### src/rtl/ws2812_pkg.sv
// -----------------------------------------------------------------------------
// ws2812_pkg
// Shared definitions for the WS2812 frame scheduling logic: layer count,
// default timing constants (80 MHz clock), the scheduler state type and a
// small saturating-increment helper.
// -----------------------------------------------------------------------------
`default_nettype none

package ws2812_pkg;

  localparam int LAYER_NUM          = 8;
  localparam int DEF_GAP_CYCLES     = 8000;     // 100 us at 80 MHz
  localparam int DEF_REFRESH_CYCLES = 8000000;  // 100 ms at 80 MHz
  localparam int DEF_GUARD_CYCLES   = 2;

  typedef enum logic [2:0] {
    ST_IDLE  = 3'd0,
    ST_START = 3'd1,
    ST_GUARD = 3'd2,
    ST_RUN   = 3'd3,
    ST_GAP   = 3'd4
  } frame_sched_state_t;

  // Increment an 8-bit counter, holding at 255.
  function automatic logic [7:0] sat_inc8(input logic [7:0] value);
    return (value == 8'hFF) ? value : value + 8'd1;
  endfunction

endpackage

`default_nettype wire

### src/rtl/frame_sched_cycle_timer.sv
// -----------------------------------------------------------------------------
// cycle_timer
// Up-counter that pulses tc on the LIMIT-th enabled cycle after a load and
// then restarts from zero. Width is $clog2(LIMIT): the count only ever spans
// 0 .. LIMIT-1, so it never wraps before the terminal count.
//
// Ports:
//   clk    - clock, rising edge
//   rst_n  - asynchronous active-low reset
//   load   - clear the count to zero (wins over en)
//   en     - count this cycle
//   tc     - terminal-count pulse (combinational, qualified by en)
// -----------------------------------------------------------------------------
`default_nettype none

module cycle_timer #(
  parameter int LIMIT = 16
) (
  input  logic clk,
  input  logic rst_n,
  input  logic load,
  input  logic en,
  output logic tc
);

  localparam int              WIDTH = (LIMIT > 1) ? $clog2(LIMIT) : 1;
  localparam logic [WIDTH-1:0] LAST = WIDTH'(LIMIT - 1);

  logic [WIDTH-1:0] count;

  assign tc = en && !load && (count == LAST);

  always_ff @(posedge clk or negedge rst_n) begin
    if (!rst_n) begin
      count <= '0;
    end else if (load) begin
      count <= '0;
    end else if (en) begin
      count <= tc ? '0 : count + 1'b1;
    end
  end

endmodule

`default_nettype wire

### src/rtl/frame_sched.sv
// -----------------------------------------------------------------------------
// frame_sched
// Schedules WS2812 frame transmissions: a frame request (or optional periodic
// refresh) raises a pending flag, the FSM issues a one-cycle start pulse to
// all layer serializers, waits out a guard window, waits for every layer to
// go idle, then enforces the latch gap before the next start. Requests that
// arrive while one is already pending are counted as dropped frames.
//
// Ports:
//   clk_in          - system clock, rising edge
//   rst_n_in        - asynchronous active-low reset
//   frame_rdy_in    - one-cycle pulse: new frame buffered
//   layer_busy_in   - per-layer serializer busy flags
//   frame_start_out - one-cycle start pulse to the serializers
//   sched_busy_out  - high whenever the scheduler is not idle
//   drop_cnt_out    - saturating count of overwritten requests
//
// Build option: FRAME_SCHED_AUTO_REFRESH_EN adds a refresh timer that raises
// a pending request after REFRESH_CYCLES idle cycles.
// -----------------------------------------------------------------------------
`default_nettype none

module frame_sched
  import ws2812_pkg::*;
#(
  parameter int GAP_CYCLES     = DEF_GAP_CYCLES,
  parameter int REFRESH_CYCLES = DEF_REFRESH_CYCLES,
  parameter int GUARD_CYCLES   = DEF_GUARD_CYCLES
) (
  input  logic                 clk_in,
  input  logic                 rst_n_in,
  input  logic                 frame_rdy_in,
  input  logic [LAYER_NUM-1:0] layer_busy_in,
  output logic                 frame_start_out,
  output logic                 sched_busy_out,
  output logic [7:0]           drop_cnt_out
);

  localparam logic [3:0] GUARD_LAST = 4'(GUARD_CYCLES - 1);

  frame_sched_state_t state;
  logic [3:0]         guard_cnt;
  logic               pend;
  logic               gap_done;
  logic               refresh_due;

  cycle_timer #(
    .LIMIT (GAP_CYCLES)
  ) u_gap_timer (
    .clk   (clk_in),
    .rst_n (rst_n_in),
    .load  (state != ST_GAP),
    .en    (state == ST_GAP),
    .tc    (gap_done)
  );

`ifdef FRAME_SCHED_AUTO_REFRESH_EN
  // Counts idle cycles only; the start pulse restarts the period.
  cycle_timer #(
    .LIMIT (REFRESH_CYCLES)
  ) u_refresh_timer (
    .clk   (clk_in),
    .rst_n (rst_n_in),
    .load  (frame_start_out),
    .en    (state == ST_IDLE),
    .tc    (refresh_due)
  );
`else
  assign refresh_due = 1'b0;
`endif

  // A new request always wins over the clear in START, so a request landing
  // exactly on the start pulse is kept for the next frame and is not a drop.
  always_ff @(posedge clk_in or negedge rst_n_in) begin
    if (!rst_n_in) begin
      pend         <= 1'b0;
      drop_cnt_out <= 8'd0;
    end else begin
      pend <= frame_rdy_in | refresh_due | (pend & (state != ST_START));
      if (frame_rdy_in && pend && (state != ST_START)) begin
        drop_cnt_out <= sat_inc8(drop_cnt_out);
      end
    end
  end

  // Outputs are registered alongside the state so frame_start_out is high
  // exactly in the START cycle and sched_busy_out exactly when not IDLE.
  // At the end of GAP a pending request goes straight to START, which makes
  // back-to-back frames 1 + GUARD + 1 + GAP cycles apart.
  always_ff @(posedge clk_in or negedge rst_n_in) begin
    if (!rst_n_in) begin
      state           <= ST_IDLE;
      guard_cnt       <= 4'd0;
      frame_start_out <= 1'b0;
      sched_busy_out  <= 1'b0;
    end else begin
      frame_start_out <= 1'b0;
      case (state)
        ST_IDLE: begin
          if (pend) begin
            state           <= ST_START;
            frame_start_out <= 1'b1;
            sched_busy_out  <= 1'b1;
          end
        end
        ST_START: begin
          state     <= ST_GUARD;
          guard_cnt <= 4'd0;
        end
        ST_GUARD: begin
          if (guard_cnt == GUARD_LAST) begin
            state <= ST_RUN;
          end else begin
            guard_cnt <= guard_cnt + 4'd1;
          end
        end
        ST_RUN: begin
          if (~|layer_busy_in) begin
            state <= ST_GAP;
          end
        end
        ST_GAP: begin
          if (gap_done) begin
            if (pend) begin
              state           <= ST_START;
              frame_start_out <= 1'b1;
            end else begin
              state          <= ST_IDLE;
              sched_busy_out <= 1'b0;
            end
          end
        end
        default: begin
          state          <= ST_IDLE;
          sched_busy_out <= 1'b0;
        end
      endcase
    end
  end

endmodule

`default_nettype wire
### config.mk
export PLATFORM = sky130hd
export DESIGN_NAME = frame_sched
export DESIGN_NICKNAME = d
export VERILOG_FILES = /design/src/rtl/ws2812_pkg.sv /design/src/rtl/frame_sched_cycle_timer.sv /design/src/rtl/frame_sched.sv
export SDC_FILE = /design/constraint.sdc
export NUM_CORES = 1
export LEC_CHECK = 0
export CORE_UTILIZATION = 35
export CTS_CLUSTER_DIAMETER = 60
export DETAILED_ROUTE_END_ITERATION = 8
export GPL_TIMING_DRIVEN = 0
export PLACE_DENSITY = 0.62
export SETUP_SLACK_MARGIN = 0.5
export SLEW_MARGIN = 30
export SYNTH_ARGS = -nofsm -noshare
export SYNTH_HDL_FRONTEND = slang
export SYNTH_SLANG_ARGS = --single-unit
### constraint.sdc
create_clock -name clk_in -period 2.9 [get_ports clk_in]
set_clock_uncertainty 0.05 [all_clocks]
set_input_delay 0.435 -clock clk_in [delete_from_list [all_inputs] [get_ports clk_in]]
set_output_delay 0.435 -clock clk_in [all_outputs]
set_load 0.005 [all_outputs]
# After elaboration in Yosys (flattened, before gate mapping)
# Index checks and enable logic that the tools add are counted.
# word_totals
reg_bits	31
in_bits	11
out_inout_bits	10
word_cells	61
# classes
addsub	3
n_eq_ne	15
muxes	18
bitwise_logic	4
reduce_logical	14
# op_table
op	n
2-to-1 mux 13 bit	3
one-hot mux 3 bit (5 select lines)	1
adder 13 x 1 -> 13 bit, second input constant	1
== test 13 bit, second input constant	1
2-to-1 mux 3 bit	4
!= test 2 bit, second input constant	6
adder 8 x 1 -> 8 bit, second input constant	1
== test 8 bit, second input constant	1
one-hot mux 4 bit (2 select lines)	1
AND reduction 4 bit	2
OR reduction 8 bit	1
== test 3 x 2 -> 1 bit, second input constant	2
2-to-1 mux 1 bit	6
adder 4 x 1 -> 4 bit, second input constant	1
== test 4 x 1 -> 1 bit, second input constant	1
logical AND 1 bit	4
2-to-1 mux 4 bit	1
AND reduction 2 bit	2
nonzero test 2 bit	2
== test 3 x 1 -> 1 bit, second input constant	1
== test 3 bit, second input constant	1
logical NOT 3 bit	1
!= test 3 x 1 -> 1 bit, second input constant	1
!= test 3 bit, second input constant	1
other kinds (7)	8

# Longest topological paths before layout
# Gate-level depths: netlist of the first run.
# depth
depth_word	7
mapped_depth	6
mapped_depth_nobuf	6

# Modules after synthesis
# Synthesis of the first run repeated with hierarchy kept, for this count alone.
# hier_totals
cells_unflattened	167
hier_area_um2	1666.6
# by_module_without_submodules
module	instances	cells_each	area_each_um2	seq_area_each_um2
frame_sched	1	87	925.9	450.4
cycle_timer	1	80	740.7	325.3

# Least setup slack after synthesis of the first run
# No wires, ideal clock.
# synth_timing
path_kind	register to register
from	register u_gap_timer.count[0]
to	register u_gap_timer.count[10]
setup_time_ns	0.119
arrival_time_ns	1.492
required_ns	2.731
path_slack_ns	1.239
stages_incl_launch_ff	7
n_path_buf	1
synth_period_minus_slack_ns	1.661
cell_sequence	dfrtp_1 ha_1 nand2_1 or4_4 nand3_4 buf_6 nor2_1
# synth_via
elab_chain_cells	5
elab_cells_between_ends	6
cone_classes	add/sub: 1; eq/ne: 1; mux: 3; reduce/logical: 1
# synth_lines
element	line	rtl
start: declaration	frame_sched_cycle_timer.sv:29	logic [WIDTH-1:0] count;
start signal: assignment	frame_sched_cycle_timer.sv:39	count <= tc ? '0 : count + 1'b1;
branches (longest 2 deep; another with adder 13 x 1 -> 13 bit)	n/a	
2-to-1 mux 13 bit (*)	frame_sched_cycle_timer.sv:39	
2-to-1 mux 13 bit (*)	frame_sched_cycle_timer.sv:38	end else if (en) begin
2-to-1 mux 13 bit (*)	frame_sched_cycle_timer.sv:36	end else if (load) begin
# Mark *: on every way between the ends. The select of a mux whose other input is x is not followed.
# A chain may end at the register's enable or synchronous reset.

# Final worst setup path of the first run
# layout_timing
from	register u_gap_timer.count[0]
to	register u_gap_timer.count[6]
# Same word-level chain as after synthesis.

==> flow_summary.json, run 1 <==
{
  "min_path_type": "in -> async",
  "grt_pass1_vias": 1087,
  "routedWlPerCell_um": 13.0,
  "synth-seq-cells": 31,
  "port_buffers": 20,
  "power_frac_seq": 0.414,
  "drtAntennaViolNets": 0,
  "die-area_mm2": 0.00460,
  "setup_tns_ns": 0,
  "overflow": 0,
  "postSynth.asyncResetShare": 1.00,
  "p_leak_uw": 0.000749,
  "cts_root_buf": "clkbuf_8",
  "dp_hpwl_um": 2020,
  "path_clk_slew_ns": 0.07,
  "place_congestion": 0.833,
  "critical_path_class": "reg -> reg",
  "row_count": 23,
  "areaGrowthSynthToFinish_pct": 23.6,
  "cts_sinks": 31,
  "finalWirelength_um": 2850,
  "ys.flop_type": "dfrtp_1",
  "cts_made_buffers": 5,
  "fin_nets": 184,
  "placed_area_mm2": 0.00177,
  "avgViaCountPerCell": 5.05,
  "maxCapViolations": 0,
  "post_cts_buffers": 0,
  "totalPowerFinal_uw": 1520,
  "cp_max_fo": 10,
  "pwr-share-clk": 0.241,
  "hold_viol": 0,
  "die_h_um": 67.8,
  "track_usage": 0.148,
  "setup_violations": 0,
  "comb_power_share": 0.345,
  "avgSynthCellArea_um2": 10.7,
  "worst_pin_slew_ns": 0.689,
  "cts_max_path_buffers": 2,
  "final_max_slew_viol_count": 0,
  "synth-edff-count": 0,
  "firstDrtPassIters": 4,
  "status": "finished, final reports clean",
  "fin_crit_sh": 0.624,
  "whs_ns": 0.146,
  "antenna_found_initial": 0,
  "setup_ws_ns": 1.09,
  "power_density_mw_per_mm2": 814,
  "drtIter0Drc": 37,
  "cp-start-kind": "flip-flop",
  "relSlewSlack": 0.540,
  "p_int_uw": 1040,
  "final_area_mm2": 0.00187,
  "grt_pass1_wl_um": 4910,
  "clock.fmax_mhz": 553,
  "post-place-ws_ns": 1.09,
  "antenna_cells": 0,
  "ios": 21,
  "dieWidth_um": 67.8,
  "p_switching_uw": 483,
  "vias": 1110,
  "arrival_ns": 1.93,
  "crit_required_ns": 3.02,
  "seq_area_frac_synth": 0.512,
  "fin_crit_ns": 1.81,
  "synthCells": 142,
  "ctsHoldBuffers": 0,
  "start_util": 0.371,
  "htree_levels": 2,
  "synth_nets": 157,
  "core_area_mm2": 0.00409,
  "grt_max_degree": 32,
  "yosys.cell_types.count": 33,
  "drive_gt1_frac": 0.118,
  "cts_tree": "built",
  "syn_area_mm2": 0.00152,
  "cts_resized": 0,
  "sw_frac_of_total": 0.317,
  "clock_latency_ns": 0.28,
  "rsz0062_at_grt": "no",
  "drc_errors": 0,
  "ys_warn_count": 0,
  "vdd_drop_max_mv": 0.410,
  "end_kind": "flip-flop"
}
layout by cell type (no fill, tap or decap), types with 2 or more instances in the layout:
cell              n
dfrtp_1          31
nor2_1           22
a31oi_1           2
nor4_1            4
xor2_1            6
nand3_1           6
a31o_2            2
buf_2             3
ha_1              4
mux2i_1           2
clkbuf_8          7
nand4_1           9
nand2_1           8
and3_1            2
nor3b_1           2
buf_6             2
nor3_1            2
xnor2_1          15
inv_1             4
clkdlybuf4s50_1  19
a21o_1            2
a21oi_1           2
synth_stat cells, types with 4 or more instances:
cell type,count,share of area
inv_1,4,0.0099
nand4_1,9,0.037
xnor2_1,15,0.087
nand2_1,8,0.020
dfrtp_1,31,0.51
nand3_1,6,0.020
nor2_1,22,0.055
xor2_1,6,0.035
ha_1,4,0.033
nor4_1,4,0.017
power groups by stage:
stage / logic (uW) / clock network (uW) / registers [uW]
floorplan: 334 / 0 / 625
global placement: 512 / 0 / 635
detailed placement: 528 / 0 / 638
CTS: 532 / 382 / 632
global route: 592 / 405 / 647
finish: 526 / 367 / 631
routing by layer:
metal / routed length, um / vias to the layer above / global-route usage
met3: 173 / 6 / 0.0524
met5: 0 / - / 0
met2: 1280 / 34 / 0.234
li1: - / 548 / -
met4: 56 / 0 / 0.0625
met1: 1350 / 522 / 0.181
critical path, cell delays in order, from the launching register on:
cell and delay [ns]:
dfrtp_1 0.41, ha_1 0.25, nand2_1 0.10, or4_4 0.55, nand3_4 0.13, buf_6 0.15
nor2_1 0.06
sequential cells by signal (all words and copies together) (netlist names):
register and count:
guard_cnt 4, drop_cnt_out 8, frame_start_out 1, pend 1
state 3, u_gap_timer.count 13, sched_busy_out 1
through the flow:
step | utilization | instances
after floorplan | - | 142
after global placement | 0.435 | 212
after detailed placement | 0.434 | 212
after CTS | 0.458 | 220
after global routing | 0.458 | 220
final | 0.458 | 220
cells by family (layout without fill, tap and decap cells):
| family | after synthesis | in the layout | synth area share |
|---|---|---|---|
| muxes | 3 | 3 | 0.0206 |
| adders and majority gates | 4 | 4 | 0.0330 |
| and+or+nand+nor | 61 | 61 | 0.216 |
| buffers and inverters | 9 | 37 | 0.0347 |
| AOI/OAI and AO/OA | 13 | 13 | 0.0628 |
| DFF | 31 | 31 | 0.512 |
| xor gates and xnor gates | 21 | 21 | 0.121 |
area by class of cell:
class	instances	area, um2
Buffer	5	37.5
Clock buffer	8	100
Fill cell	378	2210
Inverter	4	15.0
Multi-Input combinational cell	102	687
Sequential cell	31	776
Tap cell	50	62.6
Timing Repair Buffer	20	195
final timing paths:
| check | depth (start not counted) | to | startpoint | slack [ns] |
|---|---|---|---|---|
| setup / recovery | 6 | u_gap_timer.count[6] | u_gap_timer.count[0] | 1.09 |
| hold / removal | 1 | u_gap_timer.count[3] | rst_n_in | 0.15 |
| setup reg to reg | 6 | u_gap_timer.count[6] | u_gap_timer.count[0] | 1.09 |
| hold reg to reg | 1 | drop_cnt_out[7] | drop_cnt_out[7] | 0.46 |
| max in group asynchronous | 1 | guard_cnt[3] | rst_n_in | 2.21 |
| min in group clk_in | 1 | drop_cnt_out[7] | drop_cnt_out[7] | 0.46 |
Note: power is estimated with default switching activity, not from simulation.
==> run 2, diff against run 1 <==
Settings changed: PLACE_DENSITY 0.62 to 0.64.
Clock period 2.9 ns to 1.6 ns, I/O delays scaled along.
==> run 2 against run 1 <==
Compared with the run above: the run now ends with hold timing, setup timing left; non-clock buffer count is 26 higher; first-iteration DRC count is 30% lower; cell count is 12% higher; critical path type unchanged; count of clock-buffer cells in the layout stayed put; maximum frequency is 9.7% higher; largest cell class unchanged; design area is 15% higher; die area stayed put; sequential share of layout area is 5.3 points lower.
==> flow_summary.json, run 2 (synthesis gave the netlist of run 1 again) <==
{
  "status": "finished with violations",
  "violations": "hold timing, setup timing",
  "r2r_setup_slack_ns": -0.05,
  "clock.fmax_mhz": 606,
  "hold_viol": 31,
  "p_leak_uw": 0.000919,
  "fin_crit_sh": 1.03,
  "setup_violations": 13,
  "htree_levels": 2,
  "drtAntennaViolNets": 0,
  "cts_max_path_buffers": 2,
  "regMostFlops": "u_gap_timer.count",
  "largest_reg_flops": 13,
  "port_buffers": 20,
  "clock_latency_ns": 0.28,
  "rsz0062_at_grt": "yes",
  "setup_tns_ns": -0.554,
  "path_clk_slew_ns": 0.06,
  "final_max_slew_viol_count": 0,
  "maxCapViolations": 0,
  "fin_crit_ns": 1.65,
  "routedWlPerCell_um": 13.5,
  "start_util": 0.371,
  "die_h_um": 67.8,
  "drtIter0Drc": 26,
  "cp_slowest_cell": "or4_4",
  "critPathMaxStageDelay_ns": 0.44,
  "power_frac_seq": 0.347,
  "power_density_mw_per_mm2": 1510,
  "cp-start-kind": "flip-flop",
  "whs_ns": -0.0526,
  "cts_sinks": 31,
  "grt_pass1_wl_um": 5550,
  "cp_cell_sequence": "or3b_1 > or4_4 > nand3_4 > buf_6 > nor2_1",
  "ios": 21,
  "min_path_type": "in -> async",
  "crit_required_ns": 1.71,
  "cts_root_buf": "clkbuf_8",
  "p_int_uw": 2210,
  "place_congestion": 0.829,
  "overflow": 0,
  "cts_made_buffers": 5,
  "areaGrowthSynthToFinish_pct": 42.3,
  "post-place-ws_ns": -0.164,
  "antenna_found_initial": 0,
  "end_kind": "flip-flop",
  "drc_errors": 0,
  "critical_path_class": "reg -> reg",
  "core_area_mm2": 0.00409,
  "cp_max_fo": 7,
  "setup_ws_ns": -0.0499,
  "fin_nets": 210,
  "drive_gt1_frac": 0.352,
  "grt_max_degree": 32,
  "antenna_cells": 0,
  "vdd_drop_max_mv": 1.03,
  "arrival_ns": 1.76,
  "firstDrtPassIters": 4,
  "final_cell_mix": "dfrtp_1 (28), nor2_1 (21), buf_4 (19)",
  "stdcell_count": 246,
  "cp_top_family": "simple AND/OR/NAND/NOR gates",
  "layout_commonest_cell": "dfrtp_1",
  "path_buf_inv": 1,
  "avgViaCountPerCell": 5.07,
  "largestRegisters": "u_gap_timer.count x13, drop_cnt_out x8, guard_cnt x4",
  "p_switching_uw": 1040,
  "relSlewSlack": 0.547,
  "vias": 1248,
  "finalWirelength_um": 3330,
  "dieWidth_um": 67.8,
  "grt_pass1_vias": 1310,
  "die-area_mm2": 0.00460,
  "row_count": 23,
  "cts_tree": "built",
  "comb_power_share": 0.449,
  "dp_hpwl_um": 2090,
  "sw_frac_of_total": 0.320,
  "worst_pin_slew_ns": 0.679,
  "dpl.cell_count": 212,
  "pwr-share-clk": 0.204,
  "track_usage": 0.163
}
==> run 2: cell types whose count changed in the layout (fill, tap and decap cells not counted), sizes merged <==
cell / delta
buf: +36
clkdlybuf4s50: -10
==> run 2: timing repair <==
item                                   4_1_cts  5_1_grt
pin swaps                                    7        5
buffers inserted                            23        2
gates resized for setup                     57        7
endpoints found under the hold margin       31        0
cloned                                       1        0
setup endpoints to repair                   41       40
==> run 2: worst register-to-register path, stage by stage (launching register included) <==
cell,delay [ns]
dfrtp_1,0.38
or3b_1,0.37
or4_4,0.44
nand3_4,0.12
buf_6,0.13
nor2_1,0.05
==> run 2: routing by layer <==
layer / global-route usage / vias to the layer above / share of wire
met4: 0.0833 / 0 / 0.013
li1: - / 602 / -
met1: 0.180 / 607 / 0.43
met2: 0.287 / 34 / 0.51
met3: 0.0405 / 5 / 0.048
met5: 0 / - / 0
==> run 2: power by group through the flow <==
| stage | Sequential [uW] | Combinational [uW] | Clock [uW] |
|---|---|---|---|
| floorplan | 1140 | 667 | 0 |
| global placement | 1160 | 991 | 0 |
| detailed placement | 1170 | 1030 | 0 |
| CTS | 1110 | 1360 | 683 |
| global route | 1150 | 1590 | 725 |
| finish | 1130 | 1460 | 664 |
==> run 2: path summary, 6_finish.rpt <==
check	from	to	depth (start not counted)
setup / recovery	u_gap_timer.count[7]	u_gap_timer.count[6]	5
hold / removal	rst_n_in	u_gap_timer.count[10]	1
setup reg to reg	u_gap_timer.count[7]	u_gap_timer.count[6]	5
hold reg to reg	u_gap_timer.count[11]	u_gap_timer.count[11]	2
max in group asynchronous	rst_n_in	drop_cnt_out[2]	1
min in group clk_in	u_gap_timer.count[11]	u_gap_timer.count[11]	2
==> run 2: area by class of cell <==
cell class	count	area (um2)
inverters	4	15.0
clock buffers	8	100
fillers	356	1930
well taps	50	62.6
multi-input cells	102	748
flip-flops and latches	31	779
repair buffers	46	392
plain buffers	5	58.8
==> run 2: per-stage QoR <==
step	utilization	total power, uW	hold WS [ns]	instance area [um2]
2_1_floorplan	-	1810	-0.106	1550
3_3_place_gp	0.443	2150	0.445	1810
3_5_place_dp	0.442	2190	0.267	1810
4_1_cts	0.514	3150	-0.0351	2100
5_1_grt	0.528	3470	0.00354	2160
6_report	0.528	3250	-0.0526	2160
==> run 3, diff against run 2 <==
Settings changed: CORE_UTILIZATION 35 to 48, PLACE_DENSITY 0.64 to 0.81.
==> run 3 against run 2 <==
Compared with the run above: the flow finishes with violations (setup timing); die area down 26%; combinational power increased by 25%; cell count is 0.81% higher; setup slack got worse by 0.033 ns; via count grew 5.3%; largest cell class is now multi-input combinational cells.
==> flow_summary.json, run 3 (synthesis gave the netlist of run 1 again) <==
{
  "status": "finished with violations",
  "violations": "setup timing",
  "maxCapViolations": 0,
  "worst_pin_slew_ns": 0.421,
  "layout_commonest_cell": "dfrtp_1",
  "setup_ws_ns": -0.0831,
  "fin_crit_sh": 1.05,
  "clock.fmax_mhz": 594,
  "fin_nets": 218,
  "place_congestion": 0.823,
  "grt_pass1_vias": 1334,
  "r2r_setup_slack_ns": -0.08,
  "row_count": 20,
  "critical_path_class": "reg -> reg",
  "cp-start-kind": "flip-flop",
  "regMostFlops": "u_gap_timer.count",
  "largestRegisters": "u_gap_timer.count x13, drop_cnt_out x8, guard_cnt x4",
  "avgViaCountPerCell": 5.30,
  "rsz0062_at_grt": "yes",
  "hold_viol": 0,
  "ios": 21,
  "cp_cell_sequence": "or3b_1 > or4_4 > nand3_4 > buf_6 > nor2_2",
  "setup_violations": 17,
  "clock_latency_ns": 0.35,
  "multi_input_area_um2": 843,
  "grt_max_degree": 32,
  "cts_tree": "built",
  "rr_endpoint": "u_gap_timer.count[7]",
  "routedWlPerCell_um": 15.5,
  "cts_max_path_buffers": 2,
  "grt_pass1_wl_um": 6080,
  "end_kind": "flip-flop",
  "r2r-start": "u_gap_timer.count[7]",
  "post-place-ws_ns": -0.176,
  "cts_made_buffers": 5,
  "seqCellArea_um2": 778,
  "vdd_drop_max_mv": 1.18,
  "drc_errors": 0,
  "cp_slowest_cell": "or4_4",
  "dieWidth_um": 58.2,
  "port_buffers": 20,
  "final_max_slew_viol_count": 0,
  "core_area_mm2": 0.00303,
  "relSlewSlack": 0.719,
  "min_path_type": "in -> async",
  "r2r_cells": 5,
  "cp_max_fo": 6,
  "start_util": 0.500,
  "track_usage": 0.247,
  "drtIter0Drc": 50,
  "die-area_mm2": 0.00339,
  "critPathMaxStageDelay_ns": 0.45,
  "drive_gt1_frac": 0.436,
  "die_h_um": 58.2,
  "vias": 1314,
  "cts_sinks": 31,
  "cp_top_family": "simple AND/OR/NAND/NOR gates",
  "areaGrowthSynthToFinish_pct": 52.1,
  "placed_area_mm2": 0.00180,
  "p_leak_uw": 0.000986,
  "dp_hpwl_um": 2140,
  "htree_levels": 2,
  "firstDrtPassIters": 6,
  "overflow": 0,
  "path_buf_inv": 1,
  "final_area_mm2": 0.00230,
  "drtAntennaViolNets": 0,
  "crit_required_ns": 1.79,
  "antenna_cells": 0,
  "cts_root_buf": "clkbuf_4",
  "antenna_found_initial": 0,
  "arrival_ns": 1.88,
  "fill_cells": 174,
  "fin_crit_ns": 1.68,
  "path_clk_slew_ns": 0.10,
  "final_cell_mix": "dfrtp_1 (29), buf_4 (23), buf_6 (18)",
  "finalWirelength_um": 3840,
  "power_density_mw_per_mm2": 1520,
  "largest_reg_flops": 13
}
## run 3: cell count changes in the layout (fill, tap and decap cells not counted), moves of 2 or more
| cell | change |
|---|---|
| buf_2 | -2 |
| buf_4 | +4 |
| buf_6 | +3 |
| clkbuf_4 | +6 |
| clkbuf_8 | -5 |
| ha_2 | +2 |
| nor2_1 | -5 |
| nor2_2 | +4 |
| nor4_1 | -2 |
| nor4_2 | +2 |
## run 3: metal layers
metal,track usage,vias to the layer above,wire length (um)
li1,-,620,-
met3,0.0781,5,186
met1,0.299,647,1590
met5,0,-,0
met2,0.404,42,1990
met4,0.109,0,70
## run 3: final cells by class
cell class	instances	share of cell area
Tap cell	44	0.0239
Multi-Input combinational cell	102	0.366
Sequential cell	31	0.338
Buffer	5	0.0255
Inverter	4	0.00977
Timing Repair Buffer	54	0.207
Clock buffer	8	0.0299
## run 3: report_power, final
part           internal [uW]  switching (uW)  total (uW)  leakage (uW)
combinational           1050             783        1830      0.000543
sequential               969             151        1120      0.000404
clock                    258             279         538     0.0000386
## run 3: stage by stage
step	cells	setup TNS, ns	hold slack [ns]	utilization	power [uW]
final	248	-1.04	0.331	0.761	3490
after global routing	248	-1.66	0.376	0.761	3690
after CTS	238	-0.781	0.424	0.699	3130
after detailed placement	206	-1.89	0.272	0.594	2200
after global placement	206	-9.49	0.449	0.596	2130
after floorplan	142	-0.256	-0.106	-	1810
## run 3: how the worst max path moves through the flow
stage / endpoint / depth (start not counted) / start
detailed placement: u_gap_timer.count[9] / 6 / u_gap_timer.count[0]
floorplan: u_gap_timer.count[11] / 5 / u_gap_timer.count[7]
finish: u_gap_timer.count[7] / 5 / u_gap_timer.count[7]
CTS: u_gap_timer.count[9] / 5 / u_gap_timer.count[7]
global placement: drop_cnt_out[3] / 1 / rst_n_in
global route: u_gap_timer.count[9] / 5 / u_gap_timer.count[7]
## run 3: timing repair
action,4_1_cts,5_1_grt
pin swaps,23,11
setup buffers,22,10
hold endpoints to repair,31,0
hold buffers,1,0
cloned,1,0
setup endpoints to repair,41,62
resized for setup,69,23
